===== config.mk =====
export PLATFORM = sky130hd
export DESIGN_NAME = gpio_mux_cfg_seq
export DESIGN_NICKNAME = d
export VERILOG_FILES = /design/src/rtl/gpio_cfg_pkg.sv /design/src/rtl/gpio_mux_cfg_seq_rr_arbiter.sv /design/src/rtl/gpio_mux_cfg_seq.sv
export SDC_FILE = /design/constraint.sdc
export NUM_CORES = 1
export LEC_CHECK = 0
export ABC_AREA = 1
export BUFFER_PORTS_ARGS = -buffer_cell sky130_fd_sc_hd__buf_2
export CORE_UTILIZATION = 50
export CTS_CLUSTER_SIZE = 16
export DETAILED_ROUTE_END_ITERATION = 8
export PLACE_DENSITY = 0.87
export RECOVER_POWER = 50
export SLEW_MARGIN = 10
export SYNTH_ARGS = -nofsm -noshare
export SYNTH_HDL_FRONTEND = slang
export SYNTH_SLANG_ARGS = --single-unit

===== constraint.sdc =====
create_clock -name clk -period 2 [get_ports clk]
set_clock_uncertainty 0.05 [all_clocks]
set_input_delay 0 -clock clk [delete_from_list [all_inputs] [get_ports clk]]
set_output_delay 0 -clock clk [all_outputs]
set_load 0.01 [all_outputs]

===== src/rtl/gpio_cfg_pkg.sv =====
// gpio_cfg_pkg: shared state encoding and field geometry for the gpio_mux config sequencer
package gpio_cfg_pkg;
    typedef enum logic [2:0] {
        S_IDLE,
        S_BUSREQ,
        S_RD,
        S_RDWAIT,
        S_WR,
        S_DONE
    } state_t;
    localparam int PIN_W        = 5;
    localparam int FUNC_W       = 2;
    localparam int FIELD_W      = 2;
    localparam int WORD_SEL_BIT = 4;
endpackage


===== src/rtl/gpio_mux_cfg_seq_rr_arbiter.sv =====
// rr_arbiter: combinational round-robin pick of the first requester after the pointer
module rr_arbiter #(
    parameter int NREQ = 2,
    parameter int IW   = (NREQ > 1) ? $clog2(NREQ) : 1
) (
    input  logic [NREQ-1:0] req_i,
    input  logic [IW-1:0]   ptr_i,
    output logic [NREQ-1:0] gnt_o,
    output logic [IW-1:0]   idx_o
);
    logic [IW-1:0] cand;
    // Scan from farthest to nearest after the pointer so the nearest active requester wins
    always_comb begin
        gnt_o = '0;
        idx_o = '0;
        cand  = '0;
        for (int i = NREQ; i >= 1; i--) begin
            cand = IW'((int'(ptr_i) + i) % NREQ);
            if (req_i[cand]) begin
                gnt_o = NREQ'(1) << cand;
                idx_o = cand;
            end
        end
    end
endmodule


===== src/rtl/gpio_mux_cfg_seq.sv =====
// gpio_mux_cfg_seq: round-robin read-modify-write sequencer for the gpio_mux pin-control register
module gpio_mux_cfg_seq
    import gpio_cfg_pkg::*;
#(
    parameter int NREQ      = 2,
    parameter bit SKIP_SAME = 1'b1
) (
    input  logic                   clk,
    input  logic                   rst,
    input  logic [NREQ-1:0]        req,
    input  logic [NREQ*PIN_W-1:0]  req_pin,
    input  logic [NREQ*FUNC_W-1:0] req_func,
    output logic [NREQ-1:0]        ack,
    input  logic [31:0]            base_addr,
    output logic                   bus_req,
    input  logic                   bus_gnt,
    output logic [31:0]            sys_r_addr,
    output logic                   sys_r,
    input  logic [31:0]            sys_r_line,
    output logic [31:0]            sys_w_addr,
    output logic [31:0]            sys_w_line,
    output logic                   sys_w,
    output logic                   busy
);
    localparam int IW = (NREQ > 1) ? $clog2(NREQ) : 1;
    localparam logic [31:0] FMASK = 32'((1 << FIELD_W) - 1);

    state_t            state_q;
    logic [IW-1:0]     ptr_q;
    logic [IW-1:0]     gnt_idx;
    logic [NREQ-1:0]   gnt_oh;
    logic [NREQ-1:0]   grant_q;
    logic [NREQ-1:0]   ack_q;
    logic [PIN_W-1:0]  pin_q;
    logic [FUNC_W-1:0] func_q;
    logic              bus_req_q;
    logic              sys_r_q;
    logic              sys_w_q;
    logic              busy_q;
    logic [31:0]       sys_r_addr_q;
    logic [31:0]       sys_w_addr_q;
    logic [31:0]       sys_w_line_q;
    logic [31:0]       addr_d;
    logic [31:0]       word_d;
    logic              same_d;
    int                sh;

    rr_arbiter #(.NREQ(NREQ), .IW(IW)) u_arb (
        .req_i (req),
        .ptr_i (ptr_q),
        .gnt_o (gnt_oh),
        .idx_o (gnt_idx)
    );

    // Word address for the latched pin, the merged write-back word and the already-equal test
    always_comb begin
        sh     = FIELD_W * int'(pin_q[WORD_SEL_BIT-1:0]);
        addr_d = base_addr | 32'(pin_q[WORD_SEL_BIT]);
        word_d = (sys_r_line & ~(FMASK << sh)) | (32'(func_q) << sh);
        same_d = FUNC_W'(sys_r_line >> sh) == func_q;
    end

    // Sequencer: arbitrate, own the bus, read the control word, write back the merged field, ack
    always_ff @(posedge clk or negedge rst) begin
        if (!rst) begin
            state_q      <= S_IDLE;
            ptr_q        <= IW'(NREQ - 1);
            grant_q      <= '0;
            ack_q        <= '0;
            pin_q        <= '0;
            func_q       <= '0;
            bus_req_q    <= 1'b0;
            sys_r_q      <= 1'b0;
            sys_w_q      <= 1'b0;
            busy_q       <= 1'b0;
            sys_r_addr_q <= '0;
            sys_w_addr_q <= '0;
            sys_w_line_q <= '0;
        end else begin
            case (state_q)
                S_IDLE: if (|req) begin
                    state_q   <= S_BUSREQ;
                    ptr_q     <= gnt_idx;
                    grant_q   <= gnt_oh;
                    pin_q     <= PIN_W'(req_pin >> (PIN_W * int'(gnt_idx)));
                    func_q    <= FUNC_W'(req_func >> (FUNC_W * int'(gnt_idx)));
                    bus_req_q <= 1'b1;
                    busy_q    <= 1'b1;
                end
                S_BUSREQ: if (bus_gnt) begin
                    state_q      <= S_RD;
                    sys_r_q      <= 1'b1;
                    sys_r_addr_q <= addr_d;
                end
                S_RD: begin
                    state_q <= S_RDWAIT;
                    sys_r_q <= 1'b0;
                end
                S_RDWAIT: if (SKIP_SAME && same_d) begin
                    state_q   <= S_DONE;
                    bus_req_q <= 1'b0;
                    ack_q     <= grant_q;
                end else begin
                    state_q      <= S_WR;
                    sys_w_q      <= 1'b1;
                    sys_w_addr_q <= sys_r_addr_q;
                    sys_w_line_q <= word_d;
                end
                S_WR: begin
                    state_q   <= S_DONE;
                    sys_w_q   <= 1'b0;
                    bus_req_q <= 1'b0;
                    ack_q     <= grant_q;
                end
                S_DONE: begin
                    state_q <= S_IDLE;
                    ack_q   <= '0;
                    busy_q  <= 1'b0;
                end
                default: state_q <= S_IDLE;
            endcase
        end
    end

    assign ack        = ack_q;
    assign bus_req    = bus_req_q;
    assign sys_r      = sys_r_q;
    assign sys_w      = sys_w_q;
    assign busy       = busy_q;
    assign sys_r_addr = sys_r_addr_q;
    assign sys_w_addr = sys_w_addr_q;
    assign sys_w_line = sys_w_line_q;
endmodule


## After elaboration in Yosys (flattened, before gate mapping)

Cells that the tools add are included.

| word-level totals | value |
|---|---|
| logic and storage cells | 78 |
| bits of input ports | 83 |
| output and inout port bits | 102 |
| bits in registers | 115 |

| operators by class | value |
|---|---|
| muxes and demuxes | 22 |
| magnitude comparators | 2 |
| $mul | 1 |
| shift-type cells | 7 |
| equal/unequal tests | 10 |
| add/subtract/negate cells | 2 |
| bitwise operators | 5 |
| reductions and logical operators | 16 |

Operator list:

| cell | number |
|---|---|
| $and A32 B32 Y32 | 1 |
| $not A32 Y32 | 1 |
| $or A32 B1 Y32 | 1 |
| $or A32 B32 Y32 | 1 |
| $shl A2 B5 Y32 | 1 |
| $shl A2 B5 Y32 const A | 1 |
| $shr A32 B5 Y2 | 1 |
| $reduce_and A2 Y1 | 8 |
| $pmux W3 S5 | 1 |
| $mux W1 | 11 |
| $shr A10 B4 Y5 | 1 |
| $ne A2 B2 Y1 const B | 4 |
| $eq A3 B2 Y1 const B | 2 |
| $eq A3 B3 Y1 const B | 2 |
| $mux W2 | 3 |
| $mux W3 | 2 |
| $pmux W1 S2 | 3 |
| $pmux W2 S3 | 1 |
| $reduce_bool A2 Y1 | 3 |
| $reduce_bool A3 Y1 | 2 |
| $lt A1 B2 Y1 const B | 2 |
| $mul A3 B1 Y4 const A | 1 |
| $shl A1 B1 Y2 const A | 2 |
| $shr A4 B2 Y2 | 1 |
| other kinds (8) | 9 |

## Longest topological paths before layout

Gate-level depths: netlist of run 1.

| depth | value |
|---|---|
| depth in word-level cells | 7 |
| mapped depth | 17 |
| depth with buffers taken out | 14 |

## By module

From an unflattened synthesis of run 1, not the netlist that was laid out.

| unflattened totals | value |
|---|---|
| cell total of the unflattened synthesis | 695 |
| area, all modules | 5266.3 µm² |

Modules (own cells, without submodules):

| module | cells each | seq. area each (µm²) | instances | area an instance (µm²) |
|---|---|---|---|---|
| gpio_mux_cfg_seq | 690 | 2879.0 | 1 | 5231.3 |
| rr_arbiter | 5 | 0.0 | 1 | 35.0 |

## Least setup slack after synthesis of run 1

OpenSTA, ideal clock, no wires.

| timing path | value |
|---|---|
| path type | reg2reg |
| start point | register pin_q[0] |
| end point | register sys_w_addr_q[1], in the netlist sys_w_addr[1] |
| cell stages (with the launch flop) | 17 |
| setup slack | 0.202 ns |
| data required time | 1.833 ns |
| period minus slack after synthesis | 1.798 ns |
| path buffers | 4 |
| arrival time | 1.631 ns |
| library setup time | 0.117 ns |
| cells stage by stage | dfrtp_1 > buf_6 > inv_4 > buf_6 > nand2_1 > nand2_1 > nand2_1 > nand3_1 > nand3_1 > nand3_1 > nand2_2 > nand2_2 > nand2_4 > buf_8 > buf_6 > nand2_2 > nand2_1 |

| on the way | value |
|---|---|
| word-level cells in the longest chain between the ends | 4 |

RTL lines:

| what | RTL line | text |
|---|---|---|
| from (decl) | gpio_mux_cfg_seq.sv:34 | `logic [PIN_W-1:0] pin_q;` |
| from (signal assigned) | gpio_mux_cfg_seq.sv:85 | `pin_q <= PIN_W'(req_pin >> (PIN_W * int'(gnt_idx)));` |
| $shr A32 B5 Y2 | gpio_mux_cfg_seq.sv:60 | `same_d = FUNC_W'(sys_r_line >> sh) == func_q;` |
| $eq A2 B2 Y1 | gpio_mux_cfg_seq.sv:60 |  |
| $not A1 Y1 (no line) | - |  |
| $reduce_and A2 Y1 (no line) | - |  |
| to (signal assigned) | gpio_mux_cfg_seq.sv:106 | `sys_w_addr_q <= sys_r_addr_q;` |
| to (decl) | gpio_mux_cfg_seq.sv:41 | `logic [31:0] sys_w_addr_q;` |

Every way passes these cells.
A chain may end at the register's enable or synchronous reset.

## Final worst setup path of run 1

| timing path | value |
|---|---|
| start point | register pin_q[0] |
| end point | register sys_w_addr_q[3], in the netlist sys_w_addr[3] |

The elaborated chain is that of the path after synthesis.

==> flow_summary_export.csv, run 1 <==
group,metric,value,unit
floorplanning,die_x,105,um
setup_path,arrival,2.51,ns
setup_path,worstPathRequired,2.34,ns
global_routing,grt_max_degree,52,
global_routing,grt_pass1_vias,5848,
cts,clk_pin_slew,0.06,ns
setup_path,critPathLaunch,"pin_q[0]$_DFFE_PN0P_",
global_routing,gr-usage-all-layers,0.333,
yosys,seq_area_frac_synth,0.546,
global_routing,antenna_found_initial,0,
outcome,status,"complete, but fails checks",
timing,tns,-5.17,ns
timing,holdWs,0.170,ns
setup_path,cp_max_fo,22,
cts,root_buffer,"clkbuf_8",
yosys,synth_area,0.00527,mm^2
yosys,ys_ff_latch,115,
timing,drv_slew,0,
yosys,synthCells,674,
setup_path,reg2reg_to,"sys_w_addr[3]$_DFFE_PN0P_",
timing,period_share,1.09,
final_layout,multi_input_area,0.00228,mm^2
placement,routabilityCongestion,0.941,
global_routing,grt_overflow,0,
timing,rsz0062_at_grt,"yes",
floorplanning,io_pins,185,
yosys,synth_nets,757,
cts,htree_num_levels,4,
route,via_per_inst,5.61,
worst_hold_path,hp-class,"in2reg",
global_routing,grt_pass1_wl,28600,um
route,postRouteAntennaNets,0,
setup_path,ff2ff_setup_slack,-0.17,ns
timing,fin_crit,2.17,ns
yosys,yosys.area.top_type,"dfrtp_1",
setup_path,r2r_cells,15,
yosys,yosys-top-cells-area,"dfrtp_1 (54%), nand2_1 (23%), o21ai_0 (8.4%), nand3_1 (3.0%), inv_1 (2.6%)",
cts,clock_path_buffers,2,
yosys,ys_warn_count,0,
route,firstDrtPassIters,9,
power,p_leak,4.46,nW
power,peakVddDrop,0.000795,V
setup_path,end_kind,"register",
route,drt_iter0_drc,471,
setup_path,start_kind,"register",
timing,setup_viol,59,
yosys,synth_top_area_share,0.541,
route,route.vias.total,6299,
final_layout,nNetsFinal,1056,
final_layout,seq_area,0.00288,mm^2
final_layout,stdcell_count,1122,
outcome,failed_checks,"negative setup slack",
cts,cts.sinks,115,
cts,cts_tree,"done",
final_layout,drive_above_1_share,0.302,
timing,hold_viol_final,0,
power,powerDensity,1640,mW/mm^2
yosys,synth_area_per_cell,7.82,um^2
cts,cts_made_buffers,17,
timing,relSlewSlack,0.534,
placement,dpl.cell_count,982,
floorplanning,num_rows,37,
final_layout,fin_util,0.812,
floorplanning,die_area,0.0110,mm^2
timing,worst_pin_slew,0.698,ns
timing,fmax,0.461,GHz
timing,fin_ws,-0.170,ns
final_layout,fin_area,0.00835,mm^2
floorplanning,start_util,0.513,
placement,numPortBuffers,184,
final_layout,antenna_cells,0,
final_layout,fillerInstances,605,
route,finalWirelength,20400,um
setup_path,rr_startpoint,"pin_q[0]$_DFFE_PN0P_",
route,wire_per_inst,18.2,um
cts,insertion_delay,0.52,ns
final_layout,syn2layout_area_growth,58.3,%
floorplanning,core_area,0.0103,mm^2
setup_path,crit_type,"reg2reg",
placement,hpwl,10100,um
yosys,ys_types,25,
floorplanning,dieHeight,105,um
route,drcViolationCount,0,
job,max_cap_violations,0,
setup_path,crit_path_end,"sys_w_addr[3]$_DFFE_PN0P_",
placement,placed_area,0.00638,mm^2
[critical path, cell delays in order, from the launching register on]
cell     delay (ns)
dfrtp_2        0.49
buf_6          0.18
nand2_1        0.07
nand2_1        0.07
nand2_1        0.07
nand3_1        0.10
nand3_2        0.09
nand2_1        0.09
nand2_1        0.06
nand2_2        0.09
nand2_4        0.08
nand2_8        0.12
buf_12         0.20
inv_8          0.10
nand2_1        0.10
nand2_1        0.06
[placed cells by master, fill, tap and decap left out, types with 3 or more instances in the layout]
cell,instances
buf_2,159
nand3_1,21
nand2_4,11
nand3_2,11
nand2_2,41
dfrtp_1,112
clkinvlp_4,3
inv_1,35
nand2_1,282
o21ai_1,15
clkbuf_1,26
o21ai_0,74
clkbuf_16,21
o22ai_1,6
nor2_1,17
inv_6,8
buf_4,14
inv_8,5
buf_6,3
dlygate4sd3_1,93
buf_12,5
[flip-flops by register name (all words and copies together), names as in the netlist]
register,count
sys_r,1
pin_q,5
ptr_q,1
busy,1
ack,2
sys_w_line,32
state_q,3
func_q,2
grant_q,2
sys_w_addr,32
sys_w,1
bus_req,1
sys_r_addr,32
[metal layers]
metal	vias up	share of wire	track usage
li1	2737	-	-
met1	2956	0.36	0.391
met2	460	0.50	0.550
met3	146	0.077	0.0692
met4	0	0.068	0.228
met5	-	0	0
[through the flow]
step | worst slack [ns] | total power [mW]
3_5_place_dp | -0.0102 | 8.94
2_1_floorplan | 0.202 | 7.05
4_1_cts | 0.0261 | 12.4
5_1_grt | -0.266 | 14.3
6_report | -0.170 | 13.7
3_3_place_gp | 0.0170 | 8.81
[worst min-delay path by stage]
stage,startpoint,to,slack [ns],cells after the start
detailed placement,rst,sys_w_addr[20]$_DFFE_PN0P_,-0.09,1
global placement,rst,sys_w_addr[20]$_DFFE_PN0P_,-0.09,1
global route,base_addr[2],sys_r_addr[2]$_DFFE_PN0P_,0.17,4
floorplan,rst,ack[0]$_DFFE_PN0P_,-0.35,0
finish,base_addr[2],sys_r_addr[2]$_DFFE_PN0P_,0.17,4
CTS,base_addr[21],sys_r_addr[21]$_DFFE_PN0P_,0.16,4
[logic make-up after synthesis]
| group | synth area share |
|---|---|
| compound gates | 0.0944 |
| simple gates | 0.296 |
| flops | 0.546 |
| buf+inv | 0.0641 |
[cell usage after synthesis]
| cell | count |
|---|---|
| dfrtp_1 | 114 |
| nand2_2 | 13 |
| inv_1 | 36 |
| clkbuf_1 | 13 |
| buf_2 | 8 |
| buf_8 | 1 |
| nor2_2 | 1 |
| nand3_1 | 32 |
| clkinv_1 | 2 |
| buf_4 | 4 |
| inv_4 | 2 |
| nand3b_1 | 1 |
| dfstp_2 | 1 |
| a21oi_1 | 2 |
| o21ai_0 | 88 |
| or2_2 | 1 |
| buf_1 | 1 |
| buf_6 | 4 |
| nand2_1 | 321 |
| o22ai_1 | 6 |
| nor2_1 | 17 |
| nand4_1 | 2 |
| o21ai_1 | 2 |
| nor3_1 | 1 |
| nand2_4 | 1 |
[cell type report]
type,instances,area share
clock buffers,18,0.0513
repair buffers,308,0.264
well taps,136,0.0204
clock inverters,14,0.0198
multi-input cells,488,0.273
inverters,40,0.0225
repair inverters,3,0.00405
flip-flops and latches,115,0.345
[where the power goes]
group	internal, mW	switching [mW]
logic	2.46	3.92
registers	3.38	0.826
clock network	1.85	1.22
total	7.69	5.97
[repair_timing]
item / in CTS / in global routing
buffers inserted: 0 / 5
resized for setup: 1 / 95
setup endpoints to repair: 6 / 82
hold buffers: 94 / 0
endpoints found under the hold margin: 191 / 0
pin swaps: 0 / 15
gates cloned: 0 / 9
Note: power is estimated with default switching activity, not from simulation.
==> inputs of run 2 (changes only) <==
Settings changed: CORE_UTILIZATION 50 to 52, CTS_BUF_LIST set to sky130_fd_sc_hd__clkbuf_8, PLACE_DENSITY 0.87 to 0.9, REMOVE_ABC_BUFFERS set to 1.
==> run 2 against run 1 <==
Critical path depth fell by 1; first-iteration DRC count rose by 25%; hold slack improved by 0.0034 ns; core utilization fell by 0.99 points; critical path type unchanged; the flow still finishes with violations (negative setup slack).
==> flow_summary_export.csv, run 2 (synthesis results as in run 1) <==
group,metric,value,unit
outcome,status,"complete, but fails checks",
outcome,failed_checks,"negative setup slack",
cts,root_buffer,"clkbuf_8",
setup_path,critPathLaunch,"pin_q[0]$_DFFE_PN0P_",
final_layout,final_common_cell,"nand2_1",
placement,numPortBuffers,184,
route,via_per_inst,5.51,
setup_path,end_kind,"register",
timing,tns,-2.34,ns
placement,hpwl,9450,um
timing,holdWs,0.174,ns
floorplanning,dieHeight,103,um
timing,period_share,1.05,
global_routing,grt_overflow,0,
floorplanning,core_area,0.00982,mm^2
cts,cts.sinks,115,
setup_path,ff2ff_setup_slack,-0.09,ns
timing,relSlewSlack,0.413,
final_layout,fillerInstances,595,
setup_path,r2r_cells,14,
global_routing,antenna_found_initial,0,
final_layout,layout_common_cells,"nand2_1 (310), buf_2 (166), dfrtp_1 (113)",
worst_hold_path,hp-class,"in2async",
route,route.vias.total,6110,
route,finalWirelength,19500,um
final_layout,stdcell_count,1109,
floorplanning,die_x,103,um
global_routing,grt_pass1_wl,26500,um
floorplanning,num_rows,36,
global_routing,gr-usage-all-layers,0.333,
timing,hold_viol_final,0,
setup_path,start_kind,"register",
setup_path,reg2reg_to,"sys_w_line[10]$_DFFE_PN0P_",
job,max_cap_violations,0,
route,wire_per_inst,17.6,um
cts,htree_num_levels,4,
route,postRouteAntennaNets,0,
timing,fin_ws,-0.0945,ns
setup_path,arrival,2.36,ns
timing,setup_viol,63,
floorplanning,die_area,0.0105,mm^2
final_layout,syn2layout_area_growth,49.4,%
final_layout,drive_above_1_share,0.284,
cts,cts_tree,"done",
floorplanning,start_util,0.537,
setup_path,crit_type,"reg2reg",
timing,rsz0062_at_grt,"yes",
setup_path,rr_startpoint,"pin_q[0]$_DFFE_PN0P_",
timing,fmax,0.477,GHz
cts,insertion_delay,0.43,ns
cts,cts_made_buffers,17,
global_routing,grt_max_degree,59,
route,drt_iter0_drc,590,
timing,fin_crit,2.09,ns
placement,pre_cts_slack,0.0160,ns
placement,routabilityCongestion,0.929,
cts,clock_path_buffers,2,
power,p_leak,4.26,nW
global_routing,grt_pass1_vias,5487,
route,firstDrtPassIters,5,
final_layout,nNetsFinal,1046,
setup_path,worstPathRequired,2.26,ns
placement,dpl.cell_count,979,
power,peakVddDrop,0.000936,V
setup_path,cp_max_fo,14,
timing,worst_pin_slew,0.880,ns
final_layout,antenna_cells,0,
route,drcViolationCount,0,
timing,drv_slew,0,
floorplanning,io_pins,185,
power,powerDensity,1540,mW/mm^2
cts,clk_pin_slew,0.08,ns
[run 2: cell types whose count changed in the layout (fill, tap and decap cells not counted), moves of 4 or more]
cell and delta:
buf_2 +7, clkbuf_1 -7, clkbuf_16 -16, clkbuf_8 +15, clkinv_2 +5, dlygate4sd3_1 -10
inv_6 -5, inv_8 -4, nand2_1 +28, nand2_2 -18, nand2_4 -9
[run 2: power by group]
| part | switching (mW) | internal, mW |
|---|---|---|
| registers | 0.733 | 3.38 |
| clock network | 1.06 | 0.857 |
| logic | 3.76 | 2.35 |
| total | 5.55 | 6.58 |
[run 2: how the worst max path moves through the flow]
stage	slack (ns)	endpoint	depth (start not counted)
2_1_floorplan	-0.44	sys_w_addr[10]$_DFFE_PN0P_	13
3_3_place_gp	0.11	sys_w_addr[8]$_DFFE_PN0P_	12
3_5_place_dp	0.02	sys_w_line[28]$_DFFE_PN0P_	14
4_1_cts	0.05	sys_w_addr[15]$_DFFE_PN0P_	13
5_1_grt	-0.21	sys_w_line[21]$_DFFE_PN0P_	14
6_report	-0.09	sys_w_line[10]$_DFFE_PN0P_	14
[run 2: worst max-delay path: stages (launching register included)]
cell     delay (ns)
dfrtp_2        0.49
buf_6          0.17
nand2_2        0.06
nand2_2        0.06
nand2_1        0.09
nand3_2        0.11
nand3_2        0.11
nand2_1        0.06
nand2_1        0.07
nand2_2        0.08
nand2_4        0.12
nand2_4        0.12
buf_6          0.24
nand2_1        0.09
nand2_1        0.06
[run 2: layer usage]
metal / global-route usage / wire length, um / up-vias
met3: 0.0692 / 1780 / 134
met1: 0.396 / 7000 / 2813
met4: 0.205 / 1170 / 0
li1: - / - / 2709
met2: 0.555 / 9510 / 454
met5: 0 / 0 / -
[run 2: what timing repair did]
item	4_1_cts	5_1_grt
hold buffers	84	0
hold endpoints to repair	192	0
setup buffers	0	5
resized for setup	1	54
endpoints found under the setup margin	1	68
pin swaps	0	14
cloned	0	10
[run 2: per-stage QoR]
step | area, um^2 | utilization | power, mW
CTS | 7560 | 0.770 | 10.9
floorplan | 5090 | - | 6.79
finish | 7880 | 0.802 | 12.1
global route | 7880 | 0.802 | 12.9
detailed placement | 6370 | 0.649 | 8.86
global placement | 6370 | 0.649 | 8.71
[run 2: layout make-up]
class	instances	area (um^2)	share of cell area
Sequential cell	115	2880	0.366
Multi-Input combinational cell	489	2180	0.277
Timing Repair Buffer	300	2140	0.271
Clock buffer	17	234	0.0297
Inverter	40	174	0.0221
Tap cell	133	166	0.0211
Clock inverter	15	108	0.0137
==> inputs of run 3 (changes only) <==
Settings changed: CORE_UTILIZATION 52 to 50, CTS_BUF_LIST sky130_fd_sc_hd__clkbuf_8 to unset, PLACE_DENSITY 0.9 to 0.87.
==> run 3 against run 2 <==
The flow still finishes with violations (negative setup slack); clock-buffer cell count increased by 2; first-iteration DRC count fell by 34%; design area grew 2.7%; critical path type unchanged; sequential power is essentially flat; largest cell class unchanged.
==> flow_summary_export.csv, run 3 (synthesis results as in run 1) <==
group,metric,value,unit
outcome,status,"complete, but fails checks",
outcome,failed_checks,"negative setup slack",
route,firstDrtPassIters,5,
global_routing,grt_pass1_vias,5476,
global_routing,antenna_found_initial,0,
route,postRouteAntennaNets,0,
timing,period_share,1.01,
timing,hold_viol_final,0,
floorplanning,die_x,105,um
final_layout,syn2layout_area_growth,53.4,%
cts,cts.sinks,115,
timing,worst_pin_slew,1.02,ns
route,drt_iter0_drc,392,
power,p_sw,5.35,mW
timing,fin_ws,-0.0232,ns
power,powerDensity,1590,mW/mm^2
placement,routabilityCongestion,0.888,
final_layout,fin_util,0.787,
global_routing,grt_pass1_wl,26300,um
power,internal-power,7.51,mW
global_routing,use_met1,0.379,
final_layout,stdcell_count,1120,
cts,cts_tree,"done",
power,p_leak,4.38,nW
timing,rsz0062_at_grt,"yes",
route,wire_per_inst,16.1,um
setup_path,slowest_stage,"dfrtp_2",
route,via_per_inst,5.22,
floorplanning,start_util,0.513,
worst_hold_path,hp-class,"in2async",
setup_path,slowest_delay,0.48,ns
final_layout,fin_area,0.00809,mm^2
power,peakVddDrop,0.000870,V
global_routing,grtUsageMet3,0.0736,
placement,dpl.cell_count,982,
route,finalWirelength,18000,um
setup_path,start_kind,"register",
setup_path,crit_top_cell,"nand2_1",
final_layout,layout_common_cells,"nand2_1 (320), buf_2 (168), dfrtp_1 (112)",
placement,placed_area,0.00639,mm^2
floorplanning,core_area,0.0103,mm^2
cts,insertion_delay,0.50,ns
cts,cts_made_buffers,17,
global_routing,grtUsageMet2,0.516,
power,share_comb_of_total_power,0.460,
route,drcViolationCount,0,
floorplanning,num_rows,37,
timing,fin_crit,2.02,ns
setup_path,crit_type,"reg2reg",
setup_path,worstPathRequired,2.35,ns
floorplanning,dieHeight,105,um
global_routing,grt_overflow,0,
timing,tns,-0.0279,ns
floorplanning,io_pins,185,
route,route.vias.total,5843,
cts,clock_path_buffers,2,
power,power_frac_seq,0.318,
cts,root_buffer,"clkbuf_8",
placement,hpwl,9450,um
floorplanning,die_area,0.0110,mm^2
setup_path,cp_max_fo,6,
final_layout,drive_above_1_share,0.261,
setup_path,end_kind,"register",
final_layout,nNetsFinal,1053,
placement,numPortBuffers,184,
timing,relSlewSlack,0.317,
global_routing,grt_max_degree,53,
timing,setup_viol,3,
power,power_frac_clock,0.222,
global_routing,gr-usage-all-layers,0.306,
global_routing,top_usage_layer,"met2",
setup_path,r2r_cells,13,
setup_path,crit_chain,"buf_6, nand2_1, nand2_1, nand2_2, nand3_2, nand3_2, nand2_1, nand2_1, nand2_2, nand2_4, nand2_8, clkbuf_16, o21ai_0",
cts,htree_num_levels,4,
job,max_cap_violations,0,
final_layout,final_common_cell,"nand2_1",
power,switching_share,0.416,
timing,fmax,0.494,GHz
timing,drv_slew,0,
cts,clk_pin_slew,0.06,ns
power,power,12.9,mW
setup_path,arrival,2.37,ns
[run 3: changes by cell type in the layout (fill, tap and decap cells not counted), moves of 8 or more]
cell,change
dlygate4sd3_1,+12
clkbuf_16,+15
nand2_2,-10
nand3_2,-8
nand3_1,+8
nand2_1,+10
clkbuf_8,-16
[run 3: power by group through the flow]
stage	clock (mW)	sequential, mW	combinational (mW)
after CTS	2.87	4.01	5.28
after global routing	3.01	4.19	6.45
after floorplan	0	4.47	2.31
after global placement	0	4.00	4.76
after detailed placement	0	4.02	4.87
final	2.86	4.09	5.91
[run 3: area by class of cell]
class	instances	area, um^2
sequential	115	2880
timing repair buffer	306	2190
fill	694	2190
multi-input combinational	490	2120
clock buffer	19	422
inverter	40	171
tap	136	170
clock inverter	13	135
antenna	1	2.50
[run 3: critical path: cells and delay by family (launching register included)]
family / cells / cell delay, ns
flip-flops: 1 / 0.48
AO/OA/AOI/OAI: 1 / 0.18
AND/OR/NAND/NOR: 10 / 0.85
buffers and inverters: 2 / 0.37
[run 3: final timing paths]
path,startpoint,endpoint,slack (ns)
setup / recovery,pin_q[0]$_DFFE_PN0P_,sys_w_addr[31]$_DFFE_PN0P_,-0.02
max in group asynchronous,rst,sys_r_addr[26]$_DFFE_PN0P_,0.39
hold reg to reg,sys_w_line[14]$_DFFE_PN0P_,sys_w_line[14]$_DFFE_PN0P_,0.43
min in group clk,base_addr[30],sys_r_addr[30]$_DFFE_PN0P_,0.22
hold / removal,rst,sys_w_addr[21]$_DFFE_PN0P_,0.17
setup reg to reg,pin_q[0]$_DFFE_PN0P_,sys_w_addr[31]$_DFFE_PN0P_,-0.02
[run 3: timing repair]
item,CTS,global route
gates resized for setup,4,25
pin swaps,0,3
endpoints found under the setup margin,46,80
hold buffers,96,0
buffers inserted,0,1
cloned,0,9
hold endpoints to repair,192,0
[run 3: metal layers]
layer | wire length (um) | vias to the layer above
li1 | - | 2728
met1 | 7190 | 2749
met2 | 9090 | 317
met3 | 1190 | 49
met4 | 529 | 0
met5 | 0 | -
[run 3: through the flow]
step	hold slack, ns	worst slack (ns)
final	0.166	-0.0232
after global routing	0.199	-0.134
after CTS	0.00362	0.0216
after detailed placement	-0.0224	-0.0999
after global placement	-0.0322	-0.0536
after floorplan	-0.346	-0.436
